--- config.mk ---
export PLATFORM = sky130hd
export DESIGN_NAME = morse_decoder
export DESIGN_NICKNAME = d
export VERILOG_FILES = /design/src/rtl/morse_decoder_pkg.sv /design/src/rtl/morse_pattern_lut.sv /design/src/rtl/morse_decoder.sv
export SDC_FILE = /design/constraint.sdc
export NUM_CORES = 1
export LEC_CHECK = 0
export ABC_AREA = 0
export CORE_MARGIN = 10
export CORE_UTILIZATION = 38
export CTS_BUF_LIST = sky130_fd_sc_hd__clkbuf_4
export CTS_CLUSTER_DIAMETER = 150
export CTS_CLUSTER_SIZE = 25
export DETAILED_ROUTE_END_ITERATION = 8
export MAX_ROUTING_LAYER = met4
export SYNTH_ARGS = -nofsm -noshare
export SYNTH_HDL_FRONTEND = slang
export SYNTH_SLANG_ARGS = --single-unit
--- constraint.sdc ---
create_clock -name clk -period 2.2 [get_ports clk]
set_input_delay 0.22 -clock clk [delete_from_list [all_inputs] [get_ports clk]]
set_output_delay 0.22 -clock clk [all_outputs]
set_load 0.02 [all_outputs]
--- src/rtl/morse_decoder_pkg.sv ---
// Shared definitions for the Morse receive path: letter codes (same map as the
// encoder's {sw1,sw0,btn3,btn2,btn1} input), FSM states and element bit meanings.
package morse_decoder_pkg;

  // Letter codes: seven letters per bank of eight, code 0 of each bank unused.
  localparam logic [4:0] L_A = 5'b00001;
  localparam logic [4:0] L_B = 5'b00010;
  localparam logic [4:0] L_C = 5'b00011;
  localparam logic [4:0] L_D = 5'b00100;
  localparam logic [4:0] L_E = 5'b00101;
  localparam logic [4:0] L_F = 5'b00110;
  localparam logic [4:0] L_G = 5'b00111;
  localparam logic [4:0] L_H = 5'b01001;
  localparam logic [4:0] L_I = 5'b01010;
  localparam logic [4:0] L_J = 5'b01011;
  localparam logic [4:0] L_K = 5'b01100;
  localparam logic [4:0] L_L = 5'b01101;
  localparam logic [4:0] L_M = 5'b01110;
  localparam logic [4:0] L_N = 5'b01111;
  localparam logic [4:0] L_O = 5'b10001;
  localparam logic [4:0] L_P = 5'b10010;
  localparam logic [4:0] L_Q = 5'b10011;
  localparam logic [4:0] L_R = 5'b10100;
  localparam logic [4:0] L_S = 5'b10101;
  localparam logic [4:0] L_T = 5'b10110;
  localparam logic [4:0] L_U = 5'b10111;
  localparam logic [4:0] L_V = 5'b11001;
  localparam logic [4:0] L_W = 5'b11010;
  localparam logic [4:0] L_X = 5'b11011;
  localparam logic [4:0] L_Y = 5'b11100;
  localparam logic [4:0] L_Z = 5'b11101;

  // Element encoding inside the pattern shift register.
  localparam logic ELEM_DOT  = 1'b0;
  localparam logic ELEM_DASH = 1'b1;

  localparam logic [2:0] MAX_ELEMS = 3'd4;

  typedef enum logic [1:0] {
    ST_IDLE     = 2'd0,
    ST_MARK     = 2'd1,
    ST_SPACE    = 2'd2,
    ST_ERR_WAIT = 2'd3
  } state_e;

endpackage

--- src/rtl/morse_pattern_lut.sv ---
// Combinational letter lookup: element count plus dot/dash pattern (first
// element in the highest used bit, unused upper bits zero) -> letter code.
module morse_pattern_lut
  import morse_decoder_pkg::*;
(
  input  logic [2:0] elem_cnt,
  input  logic [3:0] pattern,
  output logic       hit,
  output logic [4:0] code
);

  // Map each assigned (count, pattern) pair to its letter; anything else misses.
  always_comb begin
    hit  = 1'b1;
    code = 5'd0;
    case ({elem_cnt, pattern})
      {3'd1, 4'b0000}: code = L_E;
      {3'd1, 4'b0001}: code = L_T;
      {3'd2, 4'b0000}: code = L_I;
      {3'd2, 4'b0001}: code = L_A;
      {3'd2, 4'b0010}: code = L_N;
      {3'd2, 4'b0011}: code = L_M;
      {3'd3, 4'b0000}: code = L_S;
      {3'd3, 4'b0001}: code = L_U;
      {3'd3, 4'b0010}: code = L_R;
      {3'd3, 4'b0011}: code = L_W;
      {3'd3, 4'b0100}: code = L_D;
      {3'd3, 4'b0101}: code = L_K;
      {3'd3, 4'b0110}: code = L_G;
      {3'd3, 4'b0111}: code = L_O;
      {3'd4, 4'b0000}: code = L_H;
      {3'd4, 4'b0001}: code = L_V;
      {3'd4, 4'b0010}: code = L_F;
      {3'd4, 4'b0100}: code = L_L;
      {3'd4, 4'b0110}: code = L_P;
      {3'd4, 4'b0111}: code = L_J;
      {3'd4, 4'b1000}: code = L_B;
      {3'd4, 4'b1001}: code = L_X;
      {3'd4, 4'b1010}: code = L_C;
      {3'd4, 4'b1011}: code = L_Y;
      {3'd4, 4'b1100}: code = L_Z;
      {3'd4, 4'b1101}: code = L_Q;
      default:         hit  = 1'b0;
    endcase
  end

endmodule

--- src/rtl/morse_decoder.sv ---
// Morse receiver: registers the key line, measures mark/space run lengths,
// collects up to four dot/dash elements and emits a letter code at a letter gap.
//
// state       | meaning
// ------------+-------------------------------------------------------------
// ST_IDLE     | line quiet, no letter in progress
// ST_MARK     | key down, run counts mark length
// ST_SPACE    | key up inside a letter, run counts space length
// ST_ERR_WAIT | letter discarded, waiting for a letter gap before resuming
module morse_decoder
  import morse_decoder_pkg::*;
#(
  parameter int unsigned DOT_MAX  = 1,
  parameter int unsigned DASH_MAX = 4,
  parameter int unsigned GAP_MIN  = 3,
  parameter int unsigned CW       = 8
) (
  input  logic       clk,
  input  logic       rst,
  input  logic       key_in,
  output logic       letter_valid,
  output logic [4:0] letter_code,
  output logic       err,
  output logic       busy
);

  localparam logic [CW-1:0] RUN_MAX    = {CW{1'b1}};
  localparam logic [CW-1:0] DOT_LIM    = CW'(DOT_MAX);
  localparam logic [CW-1:0] DASH_LIM   = CW'(DASH_MAX);
  localparam logic [CW-1:0] GAP_LIM    = CW'(GAP_MIN);
  localparam logic [CW-1:0] RUN_ONE    = CW'(1);

  state_e        state_q, state_d;
  logic          key_q;
  logic [CW-1:0] run_q, run_d;
  logic [CW-1:0] run_inc;
  logic [2:0]    elem_cnt_q, elem_cnt_d;
  logic [3:0]    pattern_q, pattern_d;
  logic          letter_valid_q, letter_valid_d;
  logic          err_q, err_d;
  logic [4:0]    letter_code_q, letter_code_d;
  logic          lut_hit;
  logic [4:0]    lut_code;

  morse_pattern_lut u_lut (
    .elem_cnt (elem_cnt_q),
    .pattern  (pattern_q),
    .hit      (lut_hit),
    .code     (lut_code)
  );

  // Run counter holds at full scale so an endless mark stays a (too long) mark.
  assign run_inc = (run_q == RUN_MAX) ? run_q : run_q + RUN_ONE;

  // Next-state, run/element bookkeeping and output pulse generation.
  always_comb begin
    state_d        = state_q;
    run_d          = run_q;
    elem_cnt_d     = elem_cnt_q;
    pattern_d      = pattern_q;
    letter_code_d  = letter_code_q;
    letter_valid_d = 1'b0;
    err_d          = 1'b0;
    case (state_q)
      ST_IDLE: begin
        if (key_q) begin
          state_d = ST_MARK;
          run_d   = RUN_ONE;
        end
      end
      ST_MARK: begin
        if (key_q) begin
          run_d = run_inc;
        end else if ((elem_cnt_q == MAX_ELEMS) || (run_q > DASH_LIM)) begin
          // Overflow and over-long marks both discard the letter.
          err_d   = 1'b1;
          state_d = ST_ERR_WAIT;
          run_d   = RUN_ONE;
        end else begin
          pattern_d  = {pattern_q[2:0], (run_q > DOT_LIM) ? ELEM_DASH : ELEM_DOT};
          elem_cnt_d = elem_cnt_q + 3'd1;
          state_d    = ST_SPACE;
          run_d      = RUN_ONE;
        end
      end
      ST_SPACE: begin
        if (key_q) begin
          state_d = ST_MARK;
          run_d   = RUN_ONE;
        end else begin
          run_d = run_inc;
          if (run_inc >= GAP_LIM) begin
            if (lut_hit) begin
              letter_valid_d = 1'b1;
              letter_code_d  = lut_code;
            end else begin
              err_d = 1'b1;
            end
            state_d    = ST_IDLE;
            run_d      = '0;
            elem_cnt_d = '0;
            pattern_d  = '0;
          end
        end
      end
      ST_ERR_WAIT: begin
        if (key_q) begin
          run_d = '0;
        end else begin
          run_d = run_inc;
          if (run_inc >= GAP_LIM) begin
            state_d    = ST_IDLE;
            run_d      = '0;
            elem_cnt_d = '0;
            pattern_d  = '0;
          end
        end
      end
      default: state_d = ST_IDLE;
    endcase
  end

  // State, counters, input register and output registers.
  always_ff @(posedge clk) begin
    if (rst) begin
      state_q        <= ST_IDLE;
      key_q          <= 1'b0;
      run_q          <= '0;
      elem_cnt_q     <= '0;
      pattern_q      <= '0;
      letter_valid_q <= 1'b0;
      err_q          <= 1'b0;
      letter_code_q  <= '0;
    end else begin
      state_q        <= state_d;
      key_q          <= key_in;
      run_q          <= run_d;
      elem_cnt_q     <= elem_cnt_d;
      pattern_q      <= pattern_d;
      letter_valid_q <= letter_valid_d;
      err_q          <= err_d;
      letter_code_q  <= letter_code_d;
    end
  end

  assign letter_valid = letter_valid_q;
  assign err          = err_q;
  assign letter_code  = letter_code_q;
  assign busy         = (state_q != ST_IDLE);

endmodule

==> results.txt <==
----------------------------------------------------
[Outcome]
  Outcome ... complete, no violations

[Logic synthesis]
  Yosys reg bits ... 25
  Net count after synthesis ... 266
  Compound-gate portion of the synthesized area ... 30.9%
  Area share of the largest cell type after synthesis ... 25.5%
  Main combinational cell family by area after synthesis ... compound AO/OA/AOI/OAI gates
  Mean Syn Cell Area ... 7.88 um2
  Count of warnings emitted by yosys ... 0
  Top_reg_cell synth ... dfxtp_1
  Main area contributors after synthesis ... dfxtp_1, ha_1, a21oi_1
  Area share of xor/xnor cells in the synthesized design ... 0.893%
  Synthesized-area fraction occupied by and/or/nand/nor cells ... 26.3%
  Fraction of registers with async set/reset ... 0%
  Share of the yosys chip area belonging to registers ... 25.5%
  Synth Instances ... 249
  Post-synth EDFFs ... 0
  Share of synthesized area spent on multiplexers ... 0.510%
  Number of unique standard cell types used by synthesis ... 61
  Cell type contributing the most total cell area after synthesis ... dfxtp_1
  Synthesized cell area ... 0.00196 mm2
  Arithmetic-cell share of the synthesized area counting full adders, half adders and majority gates ... 8.93%

[Timing]
  Setup TNS after final layout ... 0 ns
  Min cycle time layout ... 2.12 ns
  Pin slew with the least headroom to its limit ... 0.420 ns
  Fmax ... 471 MHz
  Clock Skews ... 0.00120 ns
  Final hold violations ... 0
  Final count of pins violating max slew ... 0
  Normalized max-slew margin ... 71.9%
  Final count of negative-setup-slack endpoints ... 0
  Final critical-path share of the clock period ... 96.5%

[Routing]
  Drt total wl ... 4900 um
  Number of violations reported at the end of detailed-routing iteration 0 ... 95
  Wirelength per Cell ... 14.3 um
  Residual DRC ... 0
  Antenna Violating Nets Remaining ... 0
  Total number of vias ... 1,927
  Drt pass-1 iters ... 4
  Via-per-instance ratio ... 5.62

[Setup path]
  Worst reg-to-reg path cell count ... 8
  Critical path origin ... run_q[1]
  Reg-to-Reg Start ... run_q[1]
  Critical path arrival ... 2.40 ns
  R2r endpoint ... letter_code[2]
  WP data required ... 2.48 ns
  Crit. End Element ... register
  Category of the critical setup timing path ... reg2reg
  Worst R2R Setup Slack ... 0.08 ns
  Startpoint types ... register
  Capturing element of the worst setup path ... letter_code[2]
  Maximum fanout encountered on the critical timing path ... 11

[Finish]
  Final net count ... 291
  Count of filler cells inserted in the layout ... 523
  Number of antenna repair diodes ... 0
  Area Growth Syn to Fin ... 19.3%
  Proportion of layout cells with a drive suffix above 1 ... 20.1%
  Final design utilization ... 46.4%
  Most frequent cells in the layout ... buf_4, dfxtp_1, a21oi_1
  Most common cell after layout, fill and taps aside ... buf_4

[GRT]
  GR Util met1 ... 16.2%
  Met2 layer usage reported by global route ... 16.9%
  Routing usage on met3 ... 1.79%
  Wire length of the first global-routing pass ... 8270 um
  GR peak layer ... met2
  Total routing resource utilization after global routing ... 11.6%
  Vias in the first global route ... 1,766
  Maximum number of pins on one net before global-route repair ... 19
  Initial antenna violation count ... 0
  Leftover overflow at the end of global routing ... 0

[Power]
  Power density normalized to cell area ... 623 mW/mm2
  Post-layout power ... 0.00146 W
  Leakage component of the power ... 0.868 nW
  Maximum vdd drop ... 360 uV

[Worst hold path]
  Worst min-delay path startpoint ... key_in
  Worst hold path type ... in2reg

[Clocking]
  Clk_lat worst skew ... 0.32 ns
  CTS Buf Count ... 3
  Clock tree from TritonCTS ... built
  Clock slew seen by the registers of the worst setup and hold paths ... 0.14 ns
  CTS Root Cell ... clkbuf_4
  CTS max path bufs ... 2
  Total clock sinks ... 25
  H-tree depth reported by CTS ... 1

[Die]
  Core Area ... 0.00504 mm2
  Number of rows in the core area ... 26
  Die X ... 91.9 um
  Number of top-level design ports ... 11
  Effective utilization at floorplan ... 38.9%
  Die ar. ... 0.00844 mm2
  Vertical extent of the die ... 91.9 um

[Placement]
  Final weighted congestion in routability-driven placement ... 0.937
  Number of input and output port buffers inserted ... 10
  HPWL after detailed placement ... 3680 um

[Run]
  Max-Cap Viols ... 0

----------------------------------------------------
cells by family after synthesis:
kind of cell | count (synthesis)
and+or+nand+nor | 90
AOI/OAI and AO/OA | 85
DFF | 25
adders and majority gates | 14
xor gates and xnor gates | 2
buffers and inverters | 32
muxes | 1
worst min path at each step:
stage / end / depth (start not counted)
final: key_q / 2
after global routing: key_q / 2
after CTS: key_q / 2
after detailed placement: letter_code[4] / 2
after global placement: letter_code[4] / 2
after floorplan: key_q / 1
per-layer routing:
metal / part of all wire [%] / up-vias
met5: 0 / -
met4: 0.59 / 0
met3: 5.0 / 2
met2: 43 / 41
met1: 51 / 906
li1: - / 978
layout make-up:
class / count / area (um2) / share of cell area (%)
timing repair buffer: 36 / 295 / 12.6
inverter: 16 / 60.1 / 2.57
clock buffer: 4 / 30.0 / 1.28
multi-input combinational: 192 / 1360 / 58.2
sequential: 25 / 505 / 21.6
tap: 70 / 87.6 / 3.74
sequential cells by signal, summed over array words and instances, names as in the netlist:
| signal | cells |
|---|---|
| run_q | 8 |
| letter_code | 5 |
| err | 1 |
| key_q | 1 |
| state_q | 2 |
| letter_valid | 1 |
| pattern_q | 4 |
| elem_cnt_q | 3 |
through the flow:
step	instances	hold slack [ns]	worst slack (ns)	instance area (um2)
5_1_grt	343	0.460	-0.0131	2340
2_1_floorplan	249	0.348	0.0910	1970
6_report	343	0.438	0.0774	2340
3_5_place_dp	338	0.480	0.0214	2270
3_3_place_gp	338	0.482	0.000183	2270
4_1_cts	342	0.432	0.00708	2300
cell usage after synthesis, types with 3 or more instances:
master	number
dfxtp_1	25
ha_1	14
or4_1	3
nor2b_1	4
buf_1	3
o21ai_0	13
nand3_1	4
a211oi_1	4
o32ai_1	5
nand2b_1	8
nand2_1	16
inv_1	15
a32o_2	3
o21bai_1	3
nand4_1	4
clkbuf_1	10
nor2_1	17
a31oi_1	4
nor3_1	7
o311a_1	3
or3_1	6
and3_1	3
o211ai_1	5
a21oi_1	20
what timing repair did:
action	CTS	global route
hold buffers	0	0
setup buffers	0	1
gates resized for setup	1	9
setup endpoints to repair	3	12
pin swaps	2	2
where the power goes:
part	internal, W	switching (W)	leakage [nW]
registers	0.000487	0.0000362	0.204
clock network	0.0000832	0.000143	0.0184
logic	0.000308	0.000402	0.645
total	0.000878	0.000582	0.868
worst max-delay path, stage by stage (launching register included):
cell     delay, ns
dfxtp_2       0.36
ha_2          0.22
nand2_1       0.13
or3_4         0.41
o22ai_4       0.15
nor3_2        0.08
buf_4         0.17
or4_1         0.50
nand2_1       0.06
Power figures use the tool's default switching activity.
